### src/rtl/moore_seq_detector.sv
// moore_seq_detector
// Moore-style serial sequence detector for a programmable pattern of
// SEQ_LEN bits (PATTERN[SEQ_LEN-1] is received first). The state is the
// length of the longest matched pattern prefix. The transition table is built
// at elaboration time from the KMP failure rule. OVERLAP selects overlapping
// (1) or non-overlapping (0) detection.
// Optional feature macro: MOORE_SEQDET_CNT_EN adds a saturating detection
// counter (match_cnt / cnt_sat). Without it both ports are tied to zero.
module moore_seq_detector #(
  parameter int          SEQ_LEN = 4,
  parameter logic [31:0] PATTERN = 32'b1011,
  parameter bit          OVERLAP = 1'b0,
  parameter int          CNT_W   = 8
) (
  input  logic             clk,
  input  logic             arstn,
  input  logic             in,
  input  logic             in_valid,
  input  logic             clr,
  output logic             out,
  output logic [CNT_W-1:0] match_cnt,
  output logic             cnt_sat
);

  // State width covers 0..SEQ_LEN. The table is padded to a power of two so
  // that any state code can index it; unreachable codes fall back to 0.
  localparam int SW      = (SEQ_LEN < 2) ? 1 : $clog2(SEQ_LEN + 1);
  localparam int TAB_N   = 1 << SW;

  typedef logic [SW-1:0] state_t;

  localparam state_t FULL_ST = SW'(SEQ_LEN);

  // Pattern bit in arrival order: index 0 is the first bit received.
  function automatic logic pat_bit(input int idx);
    logic [31:0] shifted;
    shifted = PATTERN >> (SEQ_LEN - 1 - idx);
    return shifted[0];
  endfunction

  // Next state from state s on input bit b: longest suffix of
  // (matched prefix, b) that is also a pattern prefix. In non-overlapping
  // mode the full-match state discards its history and restarts.
  function automatic int calc_next(input int s, input logic b);
    int   best;
    int   pos;
    logic ok;
    logic tbit;
    best = 0;
    if ((s == SEQ_LEN) && !OVERLAP) begin
      best = (b == pat_bit(0)) ? 1 : 0;
    end else begin
      for (int k = 1; k <= SEQ_LEN; k++) begin
        if (k <= s + 1) begin
          ok = 1'b1;
          for (int j = 0; j < k; j++) begin
            pos  = s + 1 - k + j;
            tbit = (pos < s) ? pat_bit(pos) : b;
            if (tbit != pat_bit(j)) begin
              ok = 1'b0;
            end
          end
          if (ok) begin
            best = k;
          end
        end
      end
    end
    return best;
  endfunction

  state_t tab0_s [TAB_N];
  state_t tab1_s [TAB_N];

  for (genvar g = 0; g < TAB_N; g++) begin : g_tab
    if (g <= SEQ_LEN) begin : g_live
      localparam int NXT0 = calc_next(g, 1'b0);
      localparam int NXT1 = calc_next(g, 1'b1);
      assign tab0_s[g] = SW'(NXT0);
      assign tab1_s[g] = SW'(NXT1);
    end else begin : g_pad
      assign tab0_s[g] = '0;
      assign tab1_s[g] = '0;
    end
  end

  state_t state_r;
  state_t nxt_s;
  logic   det_s;
  logic   out_r;

  // Table lookup of the next state and the detection decode for this sample.
  always_comb begin
    nxt_s = in ? tab1_s[state_r] : tab0_s[state_r];
    det_s = (nxt_s == FULL_ST);
  end

  // Matching FSM with registered detect flag; clr beats in_valid.
  always_ff @(posedge clk or negedge arstn) begin
    if (!arstn) begin
      state_r <= '0;
      out_r   <= 1'b0;
    end else if (clr) begin
      state_r <= '0;
      out_r   <= 1'b0;
    end else if (in_valid) begin
      state_r <= nxt_s;
      out_r   <= det_s;
    end else begin
      state_r <= state_r;
      out_r   <= out_r;
    end
  end

  assign out = out_r;

`ifdef MOORE_SEQDET_CNT_EN
  localparam logic [CNT_W-1:0] CNT_MAX = {CNT_W{1'b1}};

  logic [CNT_W-1:0] cnt_r;
  logic             sat_r;

  // Saturating detection counter; sat flag is set together with the last step.
  always_ff @(posedge clk or negedge arstn) begin
    if (!arstn) begin
      cnt_r <= '0;
      sat_r <= 1'b0;
    end else if (clr) begin
      cnt_r <= '0;
      sat_r <= 1'b0;
    end else if (in_valid && det_s && !sat_r) begin
      cnt_r <= cnt_r + CNT_W'(1);
      sat_r <= ((cnt_r + CNT_W'(1)) == CNT_MAX);
    end else begin
      cnt_r <= cnt_r;
      sat_r <= sat_r;
    end
  end

  assign match_cnt = cnt_r;
  assign cnt_sat   = sat_r;
`else
  assign match_cnt = '0;
  assign cnt_sat   = 1'b0;
`endif

endmodule

### config.mk
export PLATFORM = sky130hd
export DESIGN_NAME = moore_seq_detector
export DESIGN_NICKNAME = d
export VERILOG_FILES = /design/src/rtl/moore_seq_detector.sv
export SDC_FILE = /design/constraint.sdc
export NUM_CORES = 1
export LEC_CHECK = 0
export BUFFER_PORTS_ARGS = -buffer_cell sky130_fd_sc_hd__buf_2
export CAP_MARGIN = 30
export CORE_AREA = 2 2 39 41
export CTS_CLUSTER_SIZE = 8
export DETAILED_ROUTE_END_ITERATION = 12
export DIE_AREA = 0 0 41 43
export PLACE_DENSITY_LB_ADDON = 0.08
export SYNTH_ARGS = -nofsm -noshare
export SYNTH_HDL_FRONTEND = slang
export SYNTH_SLANG_ARGS = --single-unit
### constraint.sdc
create_clock -name clk -period 2.4 [get_ports clk]
set_input_delay 0.12 -clock clk [delete_from_list [all_inputs] [get_ports clk]]
set_output_delay 0.12 -clock clk [all_outputs]
set_load 0.01 [all_outputs]
==> flow_summary_export.csv, run 1 <==
group,metric,value,unit
layout,drive_gt1_frac,0.2500,
global_route,grt_max_degree,7,
floorplan,die_x,41,µm
pwr,leakage,0.1590,nW
clocking,clockBufferDepth,2,
drt,routedWlPerCell,7.946,µm
sta,finalCritPeriodShare,0.4295,
synth,ys_seq_area_frac,0.3636,
clocking,ctsResizeCount,0,
layout,fillerInstances,155,
synth,netlist_instances,32,
synth,ys_ff_latch,4,
clocking,cts_tree,"yes",
flow_run,max_cap_violations,0,
synth,synth_area,275.3,µm²
place,place_ws,1371,ps
global_route,track_usage,0.06458,
global_route,antenna_found_initial,0,
pwr,power_density,547.7,mW/mm²
layout,final_cells,56,
worst_setup_path,critPathBufInv,0,
drt,dr.first_iter.drc_count,0,
clocking,clkTransAtPathRegs,30,ps
drt,drc,0,
worst_setup_path,cp_max_fo,5,
sta,fmax,0.9701,GHz
clocking,cts-root-buf,"clkbuf_4",
clocking,cts_buffers,3,
synth,yosysMostFrequentCell,"buf_4",
floorplan,ios,15,
synth,synth_enable_flop_cells,0,
worst_hold_path,hold_class,"input pin to flop",
place,portBuffers,5,
run_status,status,"completed",
global_route,first_global_vias,185,
worst_setup_path,critical_path.startpoint_type,"flop",
sta,min_period,1031,ps
drt,antenna_left,0,
worst_setup_path,reg2reg_depth,2,
layout,nets,47,
place,gp_congestion,0.6896,
drt,vias_per_cell,3.893,
worst_setup_path,endpoint_kind,"flop",
synth,syn_area_per_cell,8.602,µm²
sta,finalSetupViolCount,0,
synth,synth_top_cell_by_area,"dfrtp_1",
global_route,grt-ovfl-total,0,
worst_setup_path,path_depth,2,
layout,syn_to_final_growth,14.55,%
pwr,totalPowerFinal,0.1727,mW
sta,finalMaxSlewViolations,0,
global_route,grt_pass1_wl,724,µm
drt,firstDrtPassIters,1,
place,hpwlAfterDp,368.9,µm
pwr,peakVddDrop,259.3,µV
sta,fin_setup_tns,0,ps
floorplan,fp.dieArea,0.001763,mm²
worst_setup_path,crit_type,"flop to flop",
synth,synthArstFlopShare,1.000,
clocking,cts.htree.levels,1,
synth,synth_top_area_frac,0.3636,
place,post-place-cells,52,
synth,yosys_warnings,0,
worst_setup_path,required,2550,ps
synth,yosys-top-cells-area,"dfrtp_1 (36%), buf_4 (25%), a21oi_1 (7.3%), and4bb_2 (4.5%), a2111o_1 (4.1%)",
sta,rsz0062_at_grt,"no",
worst_setup_path,cpPeakStageDelay,410,ps
synth,synthTopCellsByCount,"buf_4 (9), a21oi_1 (4), dfrtp_1 (4), nand2_1 (3), inv_1 (2)",
sta,hold_violations,0,
drt,vias,218,
layout,num_antenna_cells,0,
worst_setup_path,worstPathCellList,"or3_1 -> a21oi_1",
synth,ys_types,15,
floorplan,core-area,0.001384,mm²
clocking,cts.sinks,4,
floorplan,die_y,43,µm
layout,register_area,100.1,µm²
clocking,clkLatencyLatePin,230,ps
worst_hold_path,holdPathStages,2,
synth,synth_flop_cell,"dfrtp_1",
worst_setup_path,crit_slowest_cell,"or3_1",
worst_setup_path,cp_top_family,"simple AND/OR/NAND/NOR gates",
drt,routed_wl,445,µm
floorplan,initial_core_util,0.1989,
worst_setup_path,arrival,1180,ps
layout,multi_input_area,126.4,µm²
sta,fin_skew,3.039,ps
floorplan,num_rows,14,
sta,layout_setup_ws,1369,ps
metal layers:
metal / vias to the layer above / global-route usage / part of all wire
met5: - / 0 / 0
met4: 0 / 0.06000 / 0
met3: 0 / 0.03141 / 0.094
met2: 11 / 0.06875 / 0.43
met1: 99 / 0.08824 / 0.47
li1: 108 / - / -
path summary, 6_finish.rpt:
| check | endpoint | slack (ps) | startpoint |
|---|---|---|---|
| max | state_r[2] | 1370 | state_r[2] |
| min | state_r[0] | 120 | clr |
| max reg2reg | state_r[2] | 1370 | state_r[2] |
| min reg2reg | out | 520 | out |
| max in group asynchronous | state_r[1] | 2060 | arstn |
| min in group asynchronous | state_r[0] | 220 | arstn |
what timing repair did:
action                    CTS  global route
hold buffers                1             0
buffers inserted            0             0
hold endpoints to repair    4             0
worst register-to-register path, cell delays in order (launching register included):
cell     delay, ps
dfrtp_1        400
or3_1          410
a21oi_1        140
power breakdown:
group / switching (mW) / internal [mW] / total, mW
combinational: 0.0145 / 0.00768 / 0.0222
clock: 0.0225 / 0.0556 / 0.0780
sequential: 0.00248 / 0.0700 / 0.0725
through the flow:
stage | utilization | hold WS, ps | area [µm²]
4_1_cts | 0.2278 | 113.8 | 315.3
5_1_grt | 0.2278 | 131.9 | 315.3
3_3_place_gp | 0.2043 | -69.26 | 282.8
3_5_place_dp | 0.2043 | -71.10 | 282.8
6_report | 0.2278 | 123.5 | 315.3
2_1_floorplan | - | -175.6 | 305.3
sequential cells by signal (all words and copies together) (netlist names):
| name | count |
|---|---|
| out | 1 |
| state_r | 3 |
cell families after synthesis:
family,after synthesis,share of synthesized area
other cells,1,0.01362
flops,4,0.3637
compound gates,7,0.1682
simple gates,8,0.1682
buf+inv,12,0.2863
cell usage in the layout, fill, tap and decap left out, drive strengths merged, types with 3 or more instances in the layout:
cell | netlist | layout
dfrtp | 4 | 4
buf | 9 | 5
clkbuf | 0 | 3
a21oi | 4 | 4
inv | 3 | 3
nand2 | 3 | 3
conb | 1 | 9
area by class of cell:
type	count	share of cell area
clock buffer	3	0.07143
inverter	3	0.03571
multi-input combinational	24	0.4008
sequential	4	0.3175
tap	16	0.06349
timing repair buffer	6	0.1111
Note: power is estimated with default switching activity, not from simulation.
==> run 2, diff against run 1 <==
==> constraint.sdc (replaced) <==
create_clock -name clk -period 1 [get_ports clk]
set_input_delay 0.05 -clock clk [delete_from_list [all_inputs] [get_ports clk]]
set_output_delay 0.05 -clock clk [all_outputs]
set_load 0.01 [all_outputs]
==> flow_summary_export.csv, run 2 (synthesis results as in run 1) <==
group,metric,value,unit
run_status,status,"finished, violations left",
run_status,failed_checks,"setup timing",
clocking,cts-root-buf,"clkbuf_4",
sta,fmax,0.9698,GHz
clocking,cts.sinks,4,
place,hpwlAfterDp,407.6,µm
global_route,use_met3,0.03665,
layout,final_common_cell,"conb_1",
global_route,grt_max_degree,7,
place,gp_congestion,0.7032,
pwr,totalPowerFinal,0.4328,mW
clocking,cts_tree,"yes",
clocking,cts_buffers,3,
global_route,grt_pass1_wl,834,µm
global_route,antenna_found_initial,0,
flow_run,max_cap_violations,0,
worst_setup_path,cp_max_fo,5,
layout,final_cell_mix,"conb_1 (9), buf_2 (5), dfrtp_1 (4)",
place,place_ws,-48.89,ps
worst_setup_path,required,1160,ps
layout,multi_input_area,142.6,µm²
sta,finalSetupViolCount,3,
worst_setup_path,crit_type,"flop to flop",
global_route,use_met1,0.08738,
worst_hold_path,hold_class,"input pin to flop",
sta,fin_skew,3.241,ps
layout,top_register,"state_r",
global_route,track_usage,0.07545,
layout,syn_to_final_growth,28.64,%
layout,drive_gt1_frac,0.3953,
global_route,grt-ovfl-total,0,
clocking,clockBufferDepth,2,
global_route,first_global_vias,215,
drt,vias,225,
sta,finalMaxSlewViolations,0,
floorplan,core-area,0.001384,mm²
global_route,met2_usage,0.09063,
layout,nets,50,
place,portBuffers,5,
clocking,clkLatencyLatePin,230,ps
drt,antenna_left,0,
floorplan,die_x,41,µm
layout,fillerInstances,159,
clocking,clkTransAtPathRegs,40,ps
sta,layout_setup_ws,-31.10,ps
drt,routed_wl,513,µm
sta,rsz0062_at_grt,"yes",
worst_setup_path,critical_path.startpoint_type,"flop",
drt,firstDrtPassIters,2,
layout,num_antenna_cells,0,
pwr,peakVddDrop,521.2,µV
layout,largest_reg_flops,3,
floorplan,fp.dieArea,0.001763,mm²
sta,finalCritPeriodShare,1.031,
pwr,leakage,0.1773,nW
drt,drc,0,
floorplan,die_y,43,µm
sta,hold_violations,0,
clocking,cts.htree.levels,1,
drt,dr.first_iter.drc_count,3,
drt,routedWlPerCell,8.695,µm
worst_setup_path,arrival,1190,ps
sta,min_period,1031,ps
global_route,busiest_layer,"met2",
layout,register_area,100.1,µm²
drt,vias_per_cell,3.814,
pwr,power_density,1222,mW/mm²
floorplan,initial_core_util,0.1989,
floorplan,ios,15,
worst_setup_path,endpoint_kind,"flop",
floorplan,num_rows,14,
run 2: final timing paths:
| path | cells past startpoint | start | endpoint | slack [ps] |
|---|---|---|---|---|
| hold reg to reg | 2 | out | out | 540 |
| max in group asynchronous | 2 | arstn | state_r[1] | 720 |
| setup / recovery | 2 | state_r[2] | state_r[0] | -30 |
| hold / removal | 2 | clr | state_r[2] | 50 |
| setup reg to reg | 2 | state_r[2] | state_r[0] | -30 |
| min in group asynchronous | 2 | arstn | state_r[0] | 160 |
run 2: final cells by class:
| cell class | instances | share of cell area |
|---|---|---|
| inverter | 3 | 0.03180 |
| multi-input combinational | 24 | 0.4028 |
| tap | 16 | 0.05654 |
| timing repair buffer | 9 | 0.1625 |
| sequential | 4 | 0.2827 |
| clock buffer | 3 | 0.06360 |
run 2: worst max-delay path, stage by stage, from the launching register on:
cell,delay [ps]
dfrtp_1,410
a2111o_1,430
a21oi_2,120
run 2: power by group:
group / total (mW) / internal, mW / switching, mW
combinational: 0.0706 / 0.0290 / 0.0415
clock: 0.190 / 0.134 / 0.0564
sequential: 0.172 / 0.168 / 0.00434
run 2: stage by stage:
step / TNS (ps) / cells / instance area [µm²] / hold slack (ps) / util
after floorplan: 0 / 40 / 305.3 / -245.6 / -
after global placement: -129.2 / 54 / 297.8 / -136.8 / 0.2152
after detailed placement: -110.2 / 54 / 297.8 / -139.5 / 0.2152
after CTS: -70.08 / 59 / 341.6 / 30.60 / 0.2468
after global routing: -270.6 / 59 / 354.1 / 49.29 / 0.2559
final: -51.78 / 59 / 354.1 / 49.71 / 0.2559
run 2: timing repair:
| item | 4_1_cts | 5_1_grt |
|---|---|---|
| setup buffers | 1 | 0 |
| pin swaps | 1 | 2 |
| gates resized for setup | 2 | 3 |
| hold buffers | 1 | 0 |
| endpoints found under the hold margin | 4 | 0 |
| endpoints found under the setup margin | 4 | 4 |
run 2: metal layers:
metal  share of wire  up-vias  wire length, µm
met2            0.48       11              248
met3           0.084        0               43
li1                -      114                -
met1            0.43      100              221
met5               0        -                0
met4               0        0                0
